`config.mk`:
```
export PLATFORM = sky130hd
export DESIGN_NAME = alu_issue
export DESIGN_NICKNAME = d
export VERILOG_FILES = /design/src/rtl/alu_issue.sv
export SDC_FILE = /design/constraint.sdc
export NUM_CORES = 1
export LEC_CHECK = 0
export CAP_MARGIN = 20
export CELL_PAD_IN_SITES_DETAIL_PLACEMENT = 1
export CELL_PAD_IN_SITES_GLOBAL_PLACEMENT = 1
export CORE_MARGIN = 2
export CORE_UTILIZATION = 36
export CTS_BUF_LIST = sky130_fd_sc_hd__clkbuf_8
export DETAILED_ROUTE_END_ITERATION = 10
export PLACE_DENSITY_LB_ADDON = 0.1
export SLEW_MARGIN = 20
export SYNTH_ARGS = -nofsm -noshare
export SYNTH_HDL_FRONTEND = slang
export SYNTH_SLANG_ARGS = --single-unit
```
`constraint.sdc`:
```
create_clock -name clk -period 1.6 [get_ports clk]
set_input_delay 0.16 -clock clk [delete_from_list [all_inputs] [get_ports clk]]
set_output_delay 0.16 -clock clk [all_outputs]
set_load 0.02 [all_outputs]
```
`src/rtl/alu_issue.sv`:
```
// alu_issue: operand-issue stage in front of the execute ALU.
// Forms operands and a one-hot function select, then buffers them in a 2-entry skid FIFO.
`default_nettype none

module alu_issue #(
  parameter int DATA_W = 32,
  parameter int CNT_W  = 16
) (
  input  logic              clk,
  input  logic              rst_n,
  input  logic              flush,
  input  logic              in_valid,
  output logic              in_ready,
  input  logic [3:0]        in_aluop,
  input  logic [DATA_W-1:0] in_rs_data,
  input  logic [DATA_W-1:0] in_rt_data,
  input  logic [15:0]       in_imm,
  input  logic              in_use_imm,
  input  logic [4:0]        in_shamt,
  input  logic [4:0]        in_rd,
  output logic              out_valid,
  input  logic              out_ready,
  output logic [DATA_W-1:0] out_a,
  output logic [DATA_W-1:0] out_b,
  output logic [4:0]        out_shamt,
  output logic [8:0]        out_sel,
  output logic [4:0]        out_rd,
  output logic              out_illegal,
  output logic [CNT_W-1:0]  issue_cnt
);

  typedef struct packed {
    logic [DATA_W-1:0] a;
    logic [DATA_W-1:0] b;
    logic [4:0]        shamt;
    logic [8:0]        sel;
    logic [4:0]        rd;
    logic              illegal;
  } entry_t;

  entry_t     head;
  entry_t     skid;
  entry_t     new_entry;
  logic [1:0] count;
  logic       push;
  logic       pop;

  assign in_ready  = (count != 2'd2);
  assign out_valid = (count != 2'd0);
  assign push      = in_valid & in_ready;
  assign pop       = out_valid & out_ready;

  // Operand formation happens at capture so the outputs are purely registered.
  always_comb begin
    new_entry         = '0;
    new_entry.a       = in_rs_data;
    new_entry.b       = in_use_imm ? {{(DATA_W-16){in_imm[15]}}, in_imm} : in_rt_data;
    if (in_aluop == 4'd5) begin
      new_entry.b = '0;
    end
    new_entry.shamt   = in_shamt;
    new_entry.rd      = in_rd;
    new_entry.illegal = (in_aluop > 4'd8);
    new_entry.sel     = new_entry.illegal ? 9'd0 : (9'd1 << in_aluop);
  end

  always_ff @(posedge clk or negedge rst_n) begin
    if (!rst_n) begin
      count     <= 2'd0;
      head      <= '0;
      skid      <= '0;
      issue_cnt <= '0;
    end else if (flush) begin
      count <= 2'd0;
    end else begin
      if (pop) begin
        issue_cnt <= issue_cnt + CNT_W'(1);
      end
      case (count)
        2'd0: begin
          if (push) begin
            head  <= new_entry;
            count <= 2'd1;
          end
        end
        2'd1: begin
          if (push && pop) begin
            head <= new_entry;
          end else if (push) begin
            skid  <= new_entry;
            count <= 2'd2;
          end else if (pop) begin
            count <= 2'd0;
          end
        end
        default: begin
          // Full: no push possible, a pop promotes the skid entry.
          if (pop) begin
            head  <= skid;
            count <= 2'd1;
          end
        end
      endcase
    end
  end

  assign out_a       = head.a;
  assign out_b       = head.b;
  assign out_shamt   = head.shamt;
  assign out_sel     = head.sel;
  assign out_rd      = head.rd;
  assign out_illegal = head.illegal;

endmodule

`default_nettype wire
```
==> results of run 1 <==
sequential cells by signal, summed over array words and instances (netlist names):
| register | cells |
|---|---|
| issue_cnt | 16 |
| skid | 84 |
| out_sel | 9 |
| out_b | 32 |
| out_rd | 5 |
| count | 2 |
| out_illegal | 1 |
| out_a | 32 |
| out_shamt | 5 |
how the worst max path moves through the flow:
stage	end	slack [ns]	cells past startpoint
after global placement	skid[14]$_DFFE_PN0P_	-0.30	4
after CTS	skid[14]$_DFFE_PN0P_	-0.18	3
final	skid[14]$_DFFE_PN0P_	-0.17	3
after floorplan	skid[10]$_DFFE_PN0P_	0.004	6
after detailed placement	issue_cnt[14]$_DFFE_PN0P_	-0.35	6
after global routing	skid[51]$_DFFE_PN0P_	-0.22	5
cells in the final DEF (no fill, tap or decap), types with 13 or more instances in the layout:
| cell type | instances |
|---|---|
| sky130_fd_sc_hd__a21oi_1 | 20 |
| sky130_fd_sc_hd__buf_12 | 13 |
| sky130_fd_sc_hd__buf_16 | 14 |
| sky130_fd_sc_hd__buf_4 | 48 |
| sky130_fd_sc_hd__clkbuf_8 | 19 |
| sky130_fd_sc_hd__clkdlybuf4s50_1 | 97 |
| sky130_fd_sc_hd__dfrtp_1 | 183 |
| sky130_fd_sc_hd__dlygate4sd2_1 | 98 |
| sky130_fd_sc_hd__mux2_4 | 63 |
| sky130_fd_sc_hd__mux2i_1 | 58 |
| sky130_fd_sc_hd__nand2_1 | 99 |
| sky130_fd_sc_hd__nand2_4 | 23 |
| sky130_fd_sc_hd__nor2b_1 | 17 |
| sky130_fd_sc_hd__nor3_1 | 14 |
| sky130_fd_sc_hd__o21ai_0 | 63 |
| sky130_fd_sc_hd__o21ai_1 | 34 |
| sky130_fd_sc_hd__o21ai_2 | 26 |
| sky130_fd_sc_hd__o31ai_1 | 17 |
through the flow:
stage	instance area, um2	TNS [ns]	util, %
floorplan	8480	0	-
global placement	11200	-29.80	48.2
detailed placement	11200	-38.43	48.2
CTS	12200	-11.99	52.3
global route	12600	-17.96	54.1
finish	12600	-11.77	54.1
cells by family after synthesis:
family | Yosys count | synth area share, %
XOR/XNOR | 15 | 1.55
buffers and inverters | 60 | 3.69
adder cells (fa/ha/maj) | 1 | 0.148
AO/OA/AOI/OAI | 167 | 10.9
flip-flops | 186 | 55.0
AND/OR/NAND/NOR | 211 | 11.2
multiplexers | 124 | 17.5
report_power, final:
group	switching (mW)	internal, mW	leakage (nW)	total, mW
Sequential	0.662	5.64	2.35	6.31
Clock	1.90	1.18	0.192	3.09
Combinational	1.82	1.97	3.36	3.78
Total	4.38	8.80	5.90	13.2
per-layer routing:
| layer | share of wire (%) | up-vias | GRT usage [%] |
|---|---|---|---|
| met1 | 44 | 3454 | 27.0 |
| met3 | 3.7 | 26 | 4.02 |
| met2 | 50 | 152 | 36.3 |
| li1 | - | 3167 | - |
| met4 | 1.5 | 0 | 5.63 |
| met5 | 0 | - | 0 |
worst register-to-register path, stage by stage, from the launching register on:
cell,delay (ns)
sky130_fd_sc_hd__dfrtp_4,0.53
sky130_fd_sc_hd__or4_4,0.55
sky130_fd_sc_hd__buf_12,0.23
sky130_fd_sc_hd__mux2_4,0.34
area by class of cell:
cell class / instances / share of cell area (%)
Clock inverter: 14 / 1.01
Tap cell: 319 / 3.17
Multi-Input combinational cell: 518 / 31.9
Clock buffer: 18 / 1.97
Timing Repair Buffer: 290 / 24.8
Inverter: 4 / 0.119
Sequential cell: 186 / 37.1
what timing repair did:
item	in CTS	in global routing
setup buffers	8	5
gates resized for setup	193	114
endpoints found under the setup margin	266	166
hold buffers	1	0
pin swaps	2	51
endpoints found under the hold margin	56	0
cloned	14	4
==> impl_results.rst, run 1 <==
.. list-table::
   :header-rows: 1

   * - Metric
     - Value
   * - Maximum single-stage delay on the critical path
     - 0.55 ns
   * - Avg Synthesized Cell Area
     - 11.1 um2
   * - Kind of cell adding the most delay to the critical path
     - simple AND/OR/NAND/NOR gates
   * - Crit start category
     - flop
   * - I/O pins
     - 202
   * - Post-synthesis to final-layout area growth
     - 48.5%
   * - Overflow left after global routing
     - 0
   * - Share of post-route cells with drive strength above 1
     - 27.0%
   * - Number of enable-type register cells in the synthesized netlist
     - 0
   * - Clock tree from TritonCTS
     - done
   * - Power Dens Cells
     - 1050 nW/um2
   * - Overall die area
     - 24800 um2
   * - Top_reg_cell synth
     - sky130_fd_sc_hd__dfrtp_1
   * - Vias in the first global route
     - 7456
   * - Clock transition at the registers of the reported paths
     - 0.11 ns
   * - Instance count after placement with tap cells included
     - 1290
   * - Slack of the worst reg-to-reg path
     - -0.17 ns
   * - Type of the worst setup path
     - reg -> reg
   * - Total clock buffers created by CTS
     - 17
   * - Total of max-cap violations
     - 0
   * - Area taken by flip-flops and latches
     - 4660 um2
   * - Launch point of the worst path
     - count[1]$_DFFE_PN0P_
   * - Worst hold-check slack
     - 0.204 ns
   * - CP Data Required Time
     - 1.94 ns
   * - Crit Reg-Reg Startpoint
     - count[1]$_DFFE_PN0P_
   * - Cell taking the most area after synthesis
     - sky130_fd_sc_hd__dfrtp_1
   * - Max Clock Skew
     - 0.0168 ns
   * - Post-detail-place hpwl
     - 15700 um
   * - Fin. max-slew vios
     - 0
   * - Proportion of netlist area held by the largest area contributor
     - 55.0%
   * - Count of inserted antenna diode cells
     - 0
   * - Multi-input logic area
     - 4010 um2
   * - Critical path's slowest cell
     - sky130_fd_sc_hd__or4_4
   * - Total routed wirelength
     - 26200 um
   * - Share of the clock period used by the worst path after layout
     - 111%
   * - Commonest cells post-synth
     - sky130_fd_sc_hd__dfrtp_1 (186), sky130_fd_sc_hd__nand2_1 (134), sky130_fd_sc_hd__o21ai_0 (100), sky130_fd_sc_hd__mux2i_1 (58), sky130_fd_sc_hd__mux2_4 (43)
   * - Setup repair after global routing missed its margin
     - yes
   * - Upper clock frequency limit
     - 0.565 GHz
   * - Fraction of the yosys area taken by sequential cells
     - 55.0%
   * - CP Data Arrival Time
     - 2.11 ns
   * - GP Congestion
     - 0.781
   * - Instance count of the mapped netlist
     - 764
   * - Worst-Skew Late Latency
     - 0.46 ns
   * - Final number of hold-violating endpoints
     - 0
   * - Placeable Area
     - 23300 um2
   * - Cell variety after synth
     - 39
   * - Detailed Routing Iterations Pass 1
     - 4
   * - Vertical extent of the die
     - 157 um
   * - Most frequent cell after synthesis
     - sky130_fd_sc_hd__dfrtp_1
   * - End of the worst register-to-register path
     - skid[14]$_DFFE_PN0P_
   * - Horizontal die dimension
     - 157 um
   * - Violated checks
     - negative setup slack
   * - Max rail drop VDD
     - 552 uV
   * - Critical Path End Type
     - flop
   * - Number of nets in the layout
     - 1118
   * - Number of warnings printed during yosys synthesis
     - 0
   * - Initial core utilization
     - 36.4%
   * - Count of H-tree levels built during CTS
     - 4
   * - Sum of internal, switching and leakage power
     - 13.2 mW
   * - Iteration-0 DRC Markers
     - 271
   * - Maximum buffer depth of the clock tree
     - 2
   * - Largest net degree at the start of global routing
     - 65
   * - Depth of the worst register-to-register path
     - 3
   * - Routed wire length per instance
     - 19.4 um
   * - Critical path buffers and inverters
     - 1
   * - Port Buffer Count
     - 201
   * - Sequence of cells on the critical path
     - or4_4 > buf_12 > mux2_4
   * - Slack of the critical path
     - -0.170 ns
   * - Ratio of routed vias to standard cells
     - 5.04
   * - Result of the run
     - finished with violations
   * - Worst-Margin Slew
     - 0.654 ns
   * - Leak pwr
     - 5.90 nW
   * - Number of DRC violations after detailed routing
     - 0
   * - Global-route wire length before repair
     - 40700 um
   * - Number of antenna violations at the first check in global routing
     - 0
   * - Time the worst path needs with I/O delays and setup
     - 1.77 ns
   * - Via Count
     - 6799
   * - Leading cell types by total area after synthesis
     - sky130_fd_sc_hd__dfrtp_1 (55%), sky130_fd_sc_hd__mux2_4 (7.6%), sky130_fd_sc_hd__mux2i_1 (6.9%)
   * - Setup violation total in the final timing report
     - 127
   * - Dpl ws
     - -0.345 ns
   * - Count of antenna-violating nets left after detailed routing
     - 0
   * - CTS root buf
     - sky130_fd_sc_hd__clkbuf_8
   * - Total number of placement rows
     - 56
   * - Total number of clock tree sinks
     - 186
   * - Fillers
     - 2454
   * - Number of non-filler instances in the completed layout
     - 1349
   * - Synth Cell Area
     - 8470 um2
   * - Peak fanout along the critical path
     - 64
   * - Synthesized flop and latch total
     - 186
   * - Normalized max-slew margin
     - 56.4%
   * - Fraction of registers with async set/reset
     - 100%
   * - Syn nets
     - 865
   * - Path class of the lowest-slack min-delay path
     - in -> async
   * - Total routing resource utilization after global routing
     - 21.0%
Power figures use the tool's default switching activity.
==> run 2: changes to the inputs <==
Settings changed: ABC_CLOCK_PERIOD_IN_PS set to 1750, CORE_UTILIZATION 36 to 40, CTS_CLUSTER_DIAMETER set to 50.
Clock period 1.6 ns to 1.75 ns, I/O delays scaled along.
==> run 2 against run 1 <==
Compared with the run above: the run still ends with negative setup slack left; register-to-register slack improved by 0.13 ns; critical path type unchanged; critical path depth rose by 1; largest cell class unchanged; fmax is 0.85% lower.
==> impl_results.rst, run 2 (same netlist as run 1, synthesis figures left out) <==
.. list-table::
   :header-rows: 1

   * - Metric
     - Value
   * - Result of the run
     - finished with violations
   * - Violated checks
     - negative setup slack
   * - Depth of the worst register-to-register path
     - 4 (+1)
   * - Sum of internal, switching and leakage power
     - 11.6 mW (-12%)
   * - CP Data Arrival Time
     - 2.12 ns (about the same)
   * - Port Buffer Count
     - 201 (unchanged)
   * - Fillers
     - 2192 (-11%)
   * - Share of the clock period used by the worst path after layout
     - 102% (-8.6 points)
   * - Normalized max-slew margin
     - 54.9% (-1.4 points)
   * - Area taken by flip-flops and latches
     - 4660 um2 (unchanged)
   * - Fin. max-slew vios
     - 0 (unchanged)
   * - Most frequent standard cell in the layout excluding fill and tap cells
     - sky130_fd_sc_hd__clkdlybuf4s50_1
   * - Count of H-tree levels built during CTS
     - 4 (unchanged)
   * - Sequential Power Share
     - 49.3% (+1.4 points)
   * - Power Dens Cells
     - 1010 nW/um2 (-3.5%)
   * - Iteration-0 DRC Markers
     - 202 (-25%)
   * - Vertical extent of the die
     - 150 um (-5.0%)
   * - Type of the worst setup path
     - reg -> reg
   * - Placeable Area
     - 20900 um2 (-10%)
   * - Critical Path End Type
     - flop
   * - Post-detail-place hpwl
     - 16000 um (+1.8%)
   * - Instance count after placement with tap cells included
     - 1215 (-5.8%)
   * - Detailed Routing Iterations Pass 1
     - 4 (unchanged)
   * - Number of DRC violations after detailed routing
     - 0 (unchanged)
   * - Overall die area
     - 22400 um2 (-9.8%)
   * - Critical path's slowest cell
     - sky130_fd_sc_hd__or4_4
   * - Maximum single-stage delay on the critical path
     - 0.63 ns (+0.08 ns)
   * - Most flop-heavy register
     - skid
   * - Total number of clock tree sinks
     - 186 (unchanged)
   * - Worst-Margin Slew
     - 0.676 ns (+0.0214 ns)
   * - Max rail drop VDD
     - 595 uV (+7.9%)
   * - Number of non-filler instances in the completed layout
     - 1253 (-7.1%)
   * - Maximum buffer depth of the clock tree
     - 2 (unchanged)
   * - Share of post-route cells with drive strength above 1
     - 16.2% (-11 points)
   * - Number of antenna violations at the first check in global routing
     - 1 (+1)
   * - Ratio of routed vias to standard cells
     - 5.19 (+3.1%)
   * - Total routed wirelength
     - 22800 um (-13%)
   * - Upper clock frequency limit
     - 0.560 GHz (-0.85%)
   * - Largest net degree at the start of global routing
     - 53 (-18%)
   * - Portion of total power attributed to the clock network
     - 23.7% (+0.3 points)
   * - Setup violation total in the final timing report
     - 25 (-80%)
   * - End of the worst register-to-register path
     - skid[15]$_DFFE_PN0P_
   * - Leak pwr
     - 5.05 nW (-14%)
   * - Sw Pwr
     - 3.71 mW (-15%)
   * - Routed wire length per instance
     - 18.2 um (-6.2%)
   * - Horizontal die dimension
     - 150 um (-5.0%)
   * - Total clock buffers created by CTS
     - 17 (unchanged)
   * - Commonest cells after routing, fill and taps aside
     - sky130_fd_sc_hd__clkdlybuf4s50_1 (189), sky130_fd_sc_hd__dfrtp_1 (183), sky130_fd_sc_hd__nand2_1 (133)
   * - Vias in the first global route
     - 7079 (-5.1%)
   * - Slack of the worst reg-to-reg path
     - -0.04 ns (+0.13 ns)
   * - Clock transition at the registers of the reported paths
     - 0.10 ns (about the same)
   * - Fraction of power spent switching nets
     - 32.0% (-1.2 points)
   * - I/O pins
     - 202 (unchanged)
   * - Post-synthesis to final-layout area growth
     - 35.4%
   * - Total routing resource utilization after global routing
     - 20.5% (-0.52 points)
   * - Clock tree from TritonCTS
     - done
   * - Slack of the critical path
     - -0.0353 ns (+0.135 ns)
   * - Number of flip-flops under the largest register name
     - 84 (unchanged)
   * - Final Util
     - 54.9% (+0.81 points)
   * - Final number of hold-violating endpoints
     - 0 (unchanged)
   * - Crit Reg-Reg Startpoint
     - count[0]$_DFFE_PN0P_
   * - Number of nets in the layout
     - 1065 (-4.7%)
   * - Setup repair after global routing missed its margin
     - yes
   * - Internal power
     - 7.88 mW (-10%)
   * - Multi-input logic area
     - 3580 um2 (-11%)
   * - CTS root buf
     - sky130_fd_sc_hd__clkbuf_8
   * - Peak fanout along the critical path
     - 29 (-55%)
   * - Max Clock Skew
     - 0.0174 ns (+0.000580 ns)
   * - Time the worst path needs with I/O delays and setup
     - 1.79 ns (+0.0152 ns)
   * - Initial core utilization
     - 40.5% (+4.1 points)
   * - Via Count
     - 6508 (-4.3%)
   * - CP Data Required Time
     - 2.08 ns (+0.14 ns)
   * - Total of max-cap violations
     - 0 (unchanged)
   * - Total number of placement rows
     - 53 (-5.4%)
   * - GP Congestion
     - 0.808 (+3.4%)
   * - Worst-Skew Late Latency
     - 0.46 ns (about the same)
   * - Global-route wire length before repair
     - 36300 um (-11%)
   * - Count of antenna-violating nets left after detailed routing
     - 0 (unchanged)
   * - Overflow left after global routing
     - 0 (unchanged)
   * - Crit start category
     - flop
   * - Path class of the lowest-slack min-delay path
     - in -> async
   * - Logic gate share of total power
     - 27.0% (-1.7 points)
   * - Sequence of cells on the critical path
     - nand2_2 > or4_4 > buf_12 > mux2_4
[run 2: cell count changes in the layout (fill, tap and decap cells not counted), moves of 11 or more]
cell                              change
sky130_fd_sc_hd__nand2_2             -11
sky130_fd_sc_hd__mux2_2              +20
sky130_fd_sc_hd__buf_4               -31
sky130_fd_sc_hd__nand2_4             -23
sky130_fd_sc_hd__nand2_1             +34
sky130_fd_sc_hd__o21ai_2             -26
sky130_fd_sc_hd__dlygate4sd2_1       -94
sky130_fd_sc_hd__clkdlybuf4s50_1     +92
sky130_fd_sc_hd__buf_16              -12
sky130_fd_sc_hd__mux2_4              -20
sky130_fd_sc_hd__o21ai_0             +33
[run 2: worst max path at each step]
stage                    startpoint                   endpoint  slack (ns)
2_1_floorplan  count[1]$_DFFE_PN0P_       skid[10]$_DFFE_PN0P_        0.09
4_1_cts        count[1]$_DFFE_PN0P_       skid[15]$_DFFE_PN0P_       -0.10
3_5_place_dp              out_ready  issue_cnt[14]$_DFFE_PN0P_       -0.20
3_3_place_gp               in_valid       skid[14]$_DFFE_PN0P_       -0.18
5_1_grt        count[0]$_DFFE_PN0P_       skid[15]$_DFFE_PN0P_       -0.06
6_report       count[0]$_DFFE_PN0P_       skid[15]$_DFFE_PN0P_       -0.04
[run 2: area by class of cell]
type / count / area share (%)
well taps: 275 / 3.00
diodes: 1 / 0.0218
inverters: 4 / 0.131
multi-input cells: 518 / 31.2
clock buffers: 17 / 2.04
clock inverters: 15 / 1.15
flip-flops and latches: 186 / 40.7
repair buffers: 237 / 21.8
[run 2: power by group through the flow]
stage | combinational (mW) | clock (mW) | sequential (mW)
6_report | 3.13 | 2.75 | 5.72
5_1_grt | 3.39 | 3.00 | 5.83
4_1_cts | 3.15 | 2.84 | 5.73
3_5_place_dp | 3.12 | 0 | 5.80
2_1_floorplan | 1.19 | 0 | 6.11
3_3_place_gp | 2.99 | 0 | 5.73
[run 2: metal layers]
layer  track usage, %  vias up  wire, um
met4             6.67        0       439
li1                 -     3055         -
met5                0        -         0
met3             3.63       26       901
met2             36.6      146     11900
met1             25.1     3281      9600
[run 2: metrics by stage]
step | TNS [ns] | worst slack (ns) | hold slack (ns) | instance area (um2)
2_1_floorplan | 0 | 0.0934 | -0.121 | 8470
3_3_place_gp | -8.03 | -0.175 | 0.121 | 10900
3_5_place_dp | -11.10 | -0.200 | 0.133 | 10900
4_1_cts | -3.37 | -0.105 | 0.194 | 11400
5_1_grt | -1.42 | -0.0595 | 0.195 | 11500
6_report | -0.254 | -0.0353 | 0.203 | 11500
[run 2: critical path, delay by kind of cell (launching register included)]
family / cells / cell delay, ns
flops: 1 / 0.40
simple gates: 2 / 0.68
mux: 1 / 0.33
buf+inv: 1 / 0.22
[run 2: repair_timing]
action | 4_1_cts | 5_1_grt
endpoints found under the hold margin | 93 | 0
gates resized for setup | 20 | 22
pin swaps | 1 | 1
cloned | 1 | 1
hold buffers | 1 | 0
buffers inserted | 1 | 1
setup endpoints to repair | 56 | 112
